--- src/rtl/color_centroid_tracker.sv ---
// color_centroid_tracker
// Accumulates count, coordinate sums and bounding box of filter-matched pixels
// over one video frame. At each frame boundary it snapshots the totals and runs
// two restoring dividers to report the object centroid once per frame.
module color_centroid_tracker #(
    parameter int ACC_W      = 32,
    parameter int CNT_W      = 20,
    parameter int MIN_PIXELS = 64,
    parameter int MAX_ROW    = 477,
    parameter int MAX_COL    = 617
) (
    input  logic             clk,
    input  logic             rst_n,
    input  logic             pix_valid,
    input  logic             frame_start,
    input  logic [12:0]      row,
    input  logic [12:0]      col,
    input  logic             color_in,
    output logic [12:0]      centroid_row,
    output logic [12:0]      centroid_col,
    output logic [12:0]      box_row_min,
    output logic [12:0]      box_row_max,
    output logic [12:0]      box_col_min,
    output logic [12:0]      box_col_max,
    output logic [CNT_W-1:0] pixel_count,
    output logic             obj_found,
    output logic             result_valid,
    output logic             busy,
    output logic             frame_drop
);

    localparam int          ITER_W   = $clog2(ACC_W);
    localparam logic [12:0] MIN_INIT = 13'h1FFF;
    localparam logic [12:0] MAX_INIT = 13'h0000;

    typedef enum logic [1:0] {
        S_ACCUM  = 2'd0,
        S_DIVIDE = 2'd1,
        S_REPORT = 2'd2
    } state_t;

    state_t state_r, state_nx_s;

    // live per-frame accumulators
    logic [CNT_W-1:0] cnt_r;
    logic [ACC_W-1:0] sum_row_r, sum_col_r;
    logic [12:0]      row_min_r, row_max_r, col_min_r, col_max_r;

    // snapshot of the frame under division
    logic [CNT_W-1:0] snap_cnt_r;
    logic [12:0]      snap_row_min_r, snap_row_max_r, snap_col_min_r, snap_col_max_r;

    // divider state: dividend shifts out MSB-first while quotient bits shift in
    logic [ACC_W-1:0]  div_row_r, div_col_r;
    logic [ACC_W-1:0]  rem_row_r, rem_col_r;
    logic [ITER_W-1:0] iter_r;

    // registered outputs
    logic [12:0]      centroid_row_r, centroid_col_r;
    logic [12:0]      box_row_min_r, box_row_max_r, box_col_min_r, box_col_max_r;
    logic [CNT_W-1:0] pixel_count_r;
    logic             obj_found_r, result_valid_r, busy_r, frame_drop_r;

    logic             hit_s, found_s, last_iter_s;
    logic             report_found_s, report_empty_s, drop_s;
    logic [ACC_W-1:0] row_ext_s, col_ext_s;
    logic [CNT_W-1:0] cnt_inc_s;
    logic [ACC_W:0]   dvs_ext_s, sh_row_s, sh_col_s;
    logic             ge_row_s, ge_col_s;

    assign hit_s       = pix_valid && color_in && (row <= 13'(MAX_ROW)) && (col <= 13'(MAX_COL));
    assign row_ext_s   = {{(ACC_W-13){1'b0}}, row};
    assign col_ext_s   = {{(ACC_W-13){1'b0}}, col};
    assign cnt_inc_s   = (cnt_r == {CNT_W{1'b1}}) ? cnt_r : (cnt_r + CNT_W'(1));
    assign found_s     = (cnt_r >= CNT_W'(MIN_PIXELS));
    assign last_iter_s = (iter_r == ITER_W'(ACC_W - 1));

    // one restoring-division step for each coordinate
    assign dvs_ext_s = {{(ACC_W+1-CNT_W){1'b0}}, snap_cnt_r};
    assign sh_row_s  = {rem_row_r, div_row_r[ACC_W-1]};
    assign sh_col_s  = {rem_col_r, div_col_r[ACC_W-1]};
    assign ge_row_s  = (sh_row_s >= dvs_ext_s);
    assign ge_col_s  = (sh_col_s >= dvs_ext_s);

    // a new frame_start always wins over the last divide iteration
    assign drop_s         = (state_r == S_DIVIDE) && frame_start;
    assign report_found_s = (state_r == S_DIVIDE) && !frame_start && last_iter_s;
    assign report_empty_s = frame_start && !found_s;

    // Next-state logic; frame_start is handled identically from every state.
    always_comb begin
        state_nx_s = state_r;
        if (frame_start) begin
            if (found_s) begin
                state_nx_s = S_DIVIDE;
            end else begin
                state_nx_s = S_REPORT;
            end
        end else begin
            case (state_r)
                S_ACCUM: begin
                    state_nx_s = S_ACCUM;
                end
                S_DIVIDE: begin
                    if (last_iter_s) begin
                        state_nx_s = S_REPORT;
                    end else begin
                        state_nx_s = S_DIVIDE;
                    end
                end
                S_REPORT: begin
                    state_nx_s = S_ACCUM;
                end
                default: begin
                    state_nx_s = S_ACCUM;
                end
            endcase
        end
    end

    // State register.
    always_ff @(posedge clk or negedge rst_n) begin
        if (!rst_n) begin
            state_r <= S_ACCUM;
        end else begin
            state_r <= state_nx_s;
        end
    end

    // Per-frame accumulation; a pixel arriving with frame_start opens the new frame.
    always_ff @(posedge clk or negedge rst_n) begin
        if (!rst_n) begin
            cnt_r     <= {CNT_W{1'b0}};
            sum_row_r <= {ACC_W{1'b0}};
            sum_col_r <= {ACC_W{1'b0}};
            row_min_r <= MIN_INIT;
            row_max_r <= MAX_INIT;
            col_min_r <= MIN_INIT;
            col_max_r <= MAX_INIT;
        end else if (frame_start) begin
            if (hit_s) begin
                cnt_r     <= CNT_W'(1);
                sum_row_r <= row_ext_s;
                sum_col_r <= col_ext_s;
                row_min_r <= row;
                row_max_r <= row;
                col_min_r <= col;
                col_max_r <= col;
            end else begin
                cnt_r     <= {CNT_W{1'b0}};
                sum_row_r <= {ACC_W{1'b0}};
                sum_col_r <= {ACC_W{1'b0}};
                row_min_r <= MIN_INIT;
                row_max_r <= MAX_INIT;
                col_min_r <= MIN_INIT;
                col_max_r <= MAX_INIT;
            end
        end else if (hit_s) begin
            cnt_r     <= cnt_inc_s;
            sum_row_r <= sum_row_r + row_ext_s;
            sum_col_r <= sum_col_r + col_ext_s;
            if (row < row_min_r) row_min_r <= row;
            if (row > row_max_r) row_max_r <= row;
            if (col < col_min_r) col_min_r <= col;
            if (col > col_max_r) col_max_r <= col;
        end
    end

    // Snapshot and divider: load on a reportable frame_start, else iterate while dividing.
    always_ff @(posedge clk or negedge rst_n) begin
        if (!rst_n) begin
            snap_cnt_r     <= {CNT_W{1'b0}};
            snap_row_min_r <= 13'h0000;
            snap_row_max_r <= 13'h0000;
            snap_col_min_r <= 13'h0000;
            snap_col_max_r <= 13'h0000;
            div_row_r      <= {ACC_W{1'b0}};
            div_col_r      <= {ACC_W{1'b0}};
            rem_row_r      <= {ACC_W{1'b0}};
            rem_col_r      <= {ACC_W{1'b0}};
            iter_r         <= {ITER_W{1'b0}};
        end else if (frame_start && found_s) begin
            snap_cnt_r     <= cnt_r;
            snap_row_min_r <= row_min_r;
            snap_row_max_r <= row_max_r;
            snap_col_min_r <= col_min_r;
            snap_col_max_r <= col_max_r;
            div_row_r      <= sum_row_r;
            div_col_r      <= sum_col_r;
            rem_row_r      <= {ACC_W{1'b0}};
            rem_col_r      <= {ACC_W{1'b0}};
            iter_r         <= {ITER_W{1'b0}};
        end else if (state_r == S_DIVIDE) begin
            div_row_r <= {div_row_r[ACC_W-2:0], ge_row_s};
            div_col_r <= {div_col_r[ACC_W-2:0], ge_col_s};
            rem_row_r <= ACC_W'(ge_row_s ? (sh_row_s - dvs_ext_s) : sh_row_s);
            rem_col_r <= ACC_W'(ge_col_s ? (sh_col_s - dvs_ext_s) : sh_col_s);
            iter_r    <= iter_r + ITER_W'(1);
        end
    end

    // Output registers; the cycle these load is the REPORT cycle.
    always_ff @(posedge clk or negedge rst_n) begin
        if (!rst_n) begin
            centroid_row_r <= 13'h0000;
            centroid_col_r <= 13'h0000;
            box_row_min_r  <= 13'h0000;
            box_row_max_r  <= 13'h0000;
            box_col_min_r  <= 13'h0000;
            box_col_max_r  <= 13'h0000;
            pixel_count_r  <= {CNT_W{1'b0}};
            obj_found_r    <= 1'b0;
            result_valid_r <= 1'b0;
            busy_r         <= 1'b0;
            frame_drop_r   <= 1'b0;
        end else begin
            result_valid_r <= report_found_s || report_empty_s;
            frame_drop_r   <= drop_s;
            busy_r         <= (state_nx_s == S_DIVIDE);
            if (report_found_s) begin
                centroid_row_r <= {div_row_r[11:0], ge_row_s};
                centroid_col_r <= {div_col_r[11:0], ge_col_s};
                box_row_min_r  <= snap_row_min_r;
                box_row_max_r  <= snap_row_max_r;
                box_col_min_r  <= snap_col_min_r;
                box_col_max_r  <= snap_col_max_r;
                pixel_count_r  <= snap_cnt_r;
                obj_found_r    <= 1'b1;
            end else if (report_empty_s) begin
                pixel_count_r  <= cnt_r;
                obj_found_r    <= 1'b0;
            end
        end
    end

    assign centroid_row = centroid_row_r;
    assign centroid_col = centroid_col_r;
    assign box_row_min  = box_row_min_r;
    assign box_row_max  = box_row_max_r;
    assign box_col_min  = box_col_min_r;
    assign box_col_max  = box_col_max_r;
    assign pixel_count  = pixel_count_r;
    assign obj_found    = obj_found_r;
    assign result_valid = result_valid_r;
    assign busy         = busy_r;
    assign frame_drop   = frame_drop_r;

endmodule

--- config.mk ---
export PLATFORM = sky130hd
export DESIGN_NAME = color_centroid_tracker
export DESIGN_NICKNAME = d
export VERILOG_FILES = /design/src/rtl/color_centroid_tracker.sv
export SDC_FILE = /design/constraint.sdc
export NUM_CORES = 1
export LEC_CHECK = 0
export CORE_MARGIN = 5
export CORE_UTILIZATION = 25
export DETAILED_ROUTE_END_ITERATION = 6
export GPL_TIMING_DRIVEN = 0
export PLACE_DENSITY_LB_ADDON = 0.15
export SLEW_MARGIN = 0
export SYNTH_ARGS = -nofsm -noshare
export SYNTH_HDL_FRONTEND = slang
export SYNTH_SLANG_ARGS = --single-unit
export TNS_END_PERCENT = 5
--- constraint.sdc ---
create_clock -name clk -period 3.5 [get_ports clk]
set_clock_uncertainty 0.2 [all_clocks]
set_input_delay 1.05 -clock clk [delete_from_list [all_inputs] [get_ports clk]]
set_output_delay 1.05 -clock clk [all_outputs]
set_load 0.005 [all_outputs]
==> results of run 1 <==
## registers in the layout (all words and copies together) (netlist names), 20 cells and up
register / flops
cnt_r: 20
div_col_r: 32
div_row_r: 32
pixel_count: 20
rem_col_r: 32
rem_row_r: 32
snap_cnt_r: 20
sum_col_r: 32
sum_row_r: 32
## synthesized netlist by cell type, types with 8 or more instances
| cell | count |
|---|---|
| nor4_1 | 18 |
| and3_1 | 18 |
| a22o_1 | 18 |
| a211oi_1 | 29 |
| dfstp_2 | 26 |
| nor2_1 | 205 |
| xor2_1 | 33 |
| inv_1 | 113 |
| ha_1 | 120 |
| or3_1 | 27 |
| nand2b_1 | 11 |
| or4_1 | 12 |
| nor3_1 | 42 |
| a21oi_1 | 146 |
| nand4_1 | 25 |
| o21ai_0 | 201 |
| mux2i_1 | 49 |
| a21o_1 | 30 |
| dfrtp_1 | 419 |
| o31ai_1 | 18 |
| o211ai_1 | 10 |
| o21a_1 | 20 |
| a31oi_1 | 73 |
| o21bai_1 | 11 |
| o21ai_1 | 8 |
| o22ai_1 | 21 |
| and2_1 | 10 |
| xnor2_1 | 64 |
| clkbuf_1 | 125 |
| nor2b_1 | 8 |
| nand3_1 | 45 |
| nand2_1 | 564 |
| and4_1 | 9 |
## worst max-delay path, stage by stage
cell and delay [ps]:
clkbuf_2 240, or4b_4 560, nor3_4 200, o2111ai_4 300
a21oi_4 310, buf_4 180, buf_4 110, o211ai_1 100
buf_2 230, nor4_2 220, xnor2_1 170, nor2_1 60
## power by group through the flow
| stage | clock, mW | combinational (mW) | sequential, mW |
|---|---|---|---|
| final | 5.46 | 0.755 | 5.33 |
| after CTS | 5.64 | 0.758 | 5.33 |
| after global routing | 5.83 | 0.855 | 5.34 |
| after floorplan | 0 | 0.396 | 5.39 |
| after detailed placement | 0 | 0.752 | 5.42 |
| after global placement | 0 | 0.727 | 5.43 |
## worst min path at each step
stage,endpoint,slack (ps),cells after the start
after CTS,box_col_max[9]$_DFFE_PN0P_,270,2
after global placement,pixel_count[3]$_DFFE_PN0P_,260,2
after global routing,box_col_min[9]$_DFFE_PN0P_,290,2
after floorplan,box_col_max[0]$_DFFE_PN0P_,240,2
after detailed placement,box_col_max[9]$_DFFE_PN0P_,260,2
final,box_col_min[5]$_DFFE_PN0P_,270,2
## cells by family (layout without fill, tap and decap cells)
logic type	count (synthesis)	after routing
muxes	52	52
other	0	1
buffers and inverters	256	510
xor gates and xnor gates	97	97
and+or+nand+nor	1025	1025
DFF	445	445
adders and majority gates	124	124
AOI/OAI and AO/OA	648	648
## what timing repair did
action | CTS | global route
endpoints found under the setup margin | 316 | 151
pin swaps | 5 | 9
gates resized for setup | 61 | 59
buffers inserted | 15 | 7
## per-layer routing
layer  track usage [%]  vias up  share of wire [%]
met3              2.18      112                3.9
met2              26.0      415                 47
met4              4.14        2                2.6
met5                 0        -              0.024
met1              21.9    10150                 47
li1                  -     9664                  -
## per-stage QoR
step / hold WS [ps] / setup WS [ps] / std cells / setup TNS [ps]
floorplan: 239 / 23.9 / 2647 / 0
global placement: 262 / -19820 / 4044 / -8960650
detailed placement: 259 / -1680 / 4048 / -318140
CTS: 273 / -104 / 4159 / -969
global route: 289 / -61.6 / 4166 / -355
finish: 270 / 17.8 / 4167 / 0
## area by class of cell
cell class	count	area, um2
diodes	1	2.50
repair buffers	158	1580
well taps	1265	1580
inverters	113	428
clock inverters	17	164
clock buffers	79	1530
flip-flops and latches	445	11200
plain buffers	143	627
multi-input cells	1946	11800
fillers	9921	65700
==> metrics, run 1 <==
run status=complete, no violations; Hold Startpoint=box_col_min[5]$_DFFE_PN0P_; htree depth=2; WL final=82200 um; grt total ovfl=0; Syn Nets=2802; main flop type after synthesis=dfrtp_1; Sw Pwr=2.86 mW; Ports=133; synthesized area per cell=8.96 um2; Reg-to-Reg Start=snap_cnt_r[1]$_DFFE_PN0P_; drt wl/cell=19.7 um; slew margin rel.=33.8%; first-pass GRT wire length=127000 um; CP endpoint kind=flip-flop; RR Endpoint=rem_row_r[23]$_DFFE_PN0P_; Hold Violations, Final=0; Reg2Reg Depth=11; Critical Path Fanout Max=10; RSZ-0062 raised after global routing=yes; nets@finish=3014; Yosys top cell area share=44.2%; Synth Area in Simple Gates=19.1%; total power=11.5 mW; mux contribution to synthesized area=2.21%; Gate power share=6.5%; 1st-pass router iterations=5; Worst-path clk slew=60 ps; post-synthesis xor/xnor area fraction=3.58%; row count=113; Area growth, synth to finish=21.7%; post-route cell area=0.0289 mm2; internal power=8.69 mW; # setup viols final=0; layout cell share with drive strength beyond 1=8.58%; area fraction in compound gates after synthesis=17.1%; Synth area leader=dfrtp_1; First DRT Iteration DRCs=1300; fmax=287 MHz; Starting Density=25.1%; top post-synthesis cells by area=dfrtp_1 (44%), nand2_1 (8.9%), ha_1 (6.3%); antenna violations before repair=6; pins over their slew limit=0; crit path capture=cnt_r[13]$_DFFE_PN0P_; post-synth cell types=90; number of port buffers=132; CP Data Arrival Time=3740 ps; Post-route DRC=0; Worst-Skew Late Latency=610 ps; number of synthesized flops with an enable pin=0; ANT nets after route=0; crit start category=input pin; Net Sw Frac=24.8%; reg2reg setup slack=100 ps; die area=0.101 mm2; synthesized instance count=2647; Critical Path RT=3760 ps; via count=20343; CTS sink count=445; final critical-path required period=3480 ps; core area=0.0946 mm2; commonest non-fill, non-tap cells in the layout=nand2_1 (563), dfrtp_1 (419), nor2_1 (204); vias per std cell=4.88; Post-synth ARST share=100%; die width=318 um; total CTS buffers=52; Crit Path Category=input pin to flip-flop; power per standard cell area=400 mW/mm2; Synth Area in Adders=6.67%; vias in the first global route=20583; worst vdd ir=0.000325 V; hold_buf cts=0; cell area after placement=0.0267 mm2; most common cell after layout, fill and taps aside=nand2_1; main combinational cell family by area after synthesis=simple AND/OR/NAND/NOR gates; worst min path class=flip-flop to flip-flop; cell area after synthesis=0.0237 mm2; sequential share of power=46.2%; Crit. Startpoint=col[11]; largest net degree at the start of global routing=113; sequential area share after synthesis=47.1%; Root Buffer=clkbuf_16; FF+latch count, synth=445; die height=318 um; Max Cap Viol=0; HPWL after detailed placement=59700 um; Worst-Margin Slew=993 ps; Tot GR Track Use=15.8%; clock buffer depth=3; CTS tree=done; crit share post-route=99.5%; routability cong.=0.876; Leak=13.1 nW; Ys Warns=0; clock power share=47.3%; fin util=30.5%
Note: power is estimated with default switching activity, not from simulation.
==> inputs of run 2 (changes only) <==
Settings changed: DONT_BUFFER_PORTS from default to 1.
==> run 2 against run 1 <==
Clock power up 5.5%. Power grew 0.79%. Non-clock buffer count down 149. Design area is 5.1% lower. Largest power group unchanged. Setup slack improved by 72 ps. Wire length rose by 0.21%. Die area did not move. Flip-flop and latch count is the same. Final cell count down 3.6%. Critical endpoint is now sum_col_r[9]$_DFFE_PN0P_. Critical path depth is 4 lower.
==> metrics, run 2 (synthesized netlist as in run 1, its figures left out) <==
die height=318 um; Max Cap Viol=0; worst vdd ir=0.000296 V; slew margin rel.=27.3%; RSZ-0062 raised after global routing=yes; fmax=293 MHz; post-route cell area=0.0274 mm2; antenna violations before repair=4; final critical-path required period=3410 ps; ANT nets after route=0; routability cong.=0.864; peak per-stage delay on the critical path=530 ps; Crit Path Category=input pin to flip-flop; pins over their slew limit=0; die width=318 um; number of port buffers=0; drt wl/cell=20.5 um; htree depth=2; Worst-Margin Slew=1090 ps; cell area after placement=0.0253 mm2; Reg area=0.0112 mm2; # setup viols final=0; Ports=133; fill cell count=9924; WL met3=4730 um; commonest non-fill, non-tap cells in the layout=nand2_1 (563), dfrtp_1 (418), nor2_1 (205); row count=113; total CTS buffers=52; nets@finish=2865; CTS tree=done; layout cell share with drive strength beyond 1=7.52%; core area=0.0946 mm2; reg2reg setup slack=170 ps; fin util=28.9%; Critical Path Fanout Max=10; First DRT Iteration DRCs=1278; Starting Density=25.1%; WL final=82300 um; Worst-path clk slew=60 ps; Worst-Skew Late Latency=620 ps; via count=19651; CP endpoint kind=flip-flop; 1st-pass router iterations=5; HPWL after detailed placement=58600 um; first-pass GRT wire length=125000 um; vias in the first global route=19579; power per standard cell area=425 mW/mm2; most common cell after layout, fill and taps aside=nand2_1; met2 routed wirelength=37300 um; run status=complete, no violations; CTS sink count=445; CP bufs+invs=2; highest routed layer=met5; grt total ovfl=0; Hold Violations, Final=0; area of the multi-input gates=0.0117 mm2; Setup TNS=0 ps; slowest CP cell=or4b_4; non-filler cells, final=4017; worst path cell trace=or4b_4 -> nor3_4 -> o2111ai_4 -> a21oi_4 -> clkbuf_2 -> clkbuf_1 -> o21ai_0 -> a22oi_1; Top delay family on crit path=compound AO/OA/AOI/OAI gates; crit share post-route=97.4%; Leak=12.5 nW; Tot GR Track Use=15.7%; Area growth, synth to finish=15.4%; clock buffer depth=3; worst min path class=input pin to async pin; M1 WL=36600 um; vias per std cell=4.89; Critical Path RT=3830 ps; crit start category=input pin; Root Buffer=clkbuf_16; die area=0.101 mm2; largest net degree at the start of global routing=446; Placed Cells=3912; diodes inserted=0; Post-route DRC=0; CP Data Arrival Time=3740 ps
## run 2: changes by cell type in the layout (fill, tap and decap cells not counted), sizes merged
cell / previous run / this run
clkdlybuf4s15: 1 / 0
dlymetal6s2s: 8 / 0
dlygate4sd2: 12 / 0
clkinvlp: 5 / 7
inv: 113 / 114
bufinv: 2 / 6
clkdlybuf4s50: 105 / 0
clkbuf: 207 / 197
diode: 1 / 0
buf: 47 / 25
dlygate4sd3: 0 / 2
## run 2: repair_timing
action	in CTS	in global routing
endpoints found under the hold margin	407	68
buffers inserted	0	6
resized for setup	26	27
pin swaps	3	6
endpoints found under the setup margin	174	115
## run 2: report_power, final
| group | switching (mW) | total, mW | internal [mW] |
|---|---|---|---|
| combinational | 0.323 | 0.545 | 0.222 |
| sequential | 0.0889 | 5.34 | 5.25 |
| clock | 2.36 | 5.76 | 3.40 |
## run 2: final timing paths
check / start / end / depth (start not counted)
hold reg to reg: snap_col_max_r[10]$_DFFE_PN0P_ / box_col_max[10]$_DFFE_PN0P_ / 2
setup / recovery: row[9] / sum_col_r[9]$_DFFE_PN0P_ / 8
hold / removal: rst_n / rem_col_r[30]$_DFFE_PN0P_ / 0
min in group clk: snap_col_max_r[10]$_DFFE_PN0P_ / box_col_max[10]$_DFFE_PN0P_ / 2
setup reg to reg: snap_cnt_r[8]$_DFFE_PN0P_ / rem_row_r[19]$_DFFE_PN0P_ / 10
max in group asynchronous: rst_n / div_col_r[18]$_DFFE_PN0P_ / 1
## run 2: final cells by class
type	count	area share, %
multi-input combinational	1946	42.7
tap	1265	5.78
timing repair buffer	9	0.384
clock buffer	72	5.39
sequential	445	40.8
clock inverter	24	1.15
inverter	113	1.56
buffer	143	2.23
## run 2: routing by layer
layer	vias to the layer above	GRT usage, %
met5	-	0
met4	2	6.55
met3	147	3.36
met2	443	25.1
met1	9698	20.7
li1	9361	-
## run 2: metrics by stage
stage          hold slack, ps  setup WS [ps]  power (mW)
5_1_grt                 0.635          -20.2        12.1
3_5_place_dp              260           -911        5.94
6_report                 65.9           89.5        11.6
2_1_floorplan             239           23.9        5.79
3_3_place_gp              262          -1370        5.93
4_1_cts                 -80.1          -8.23        11.8
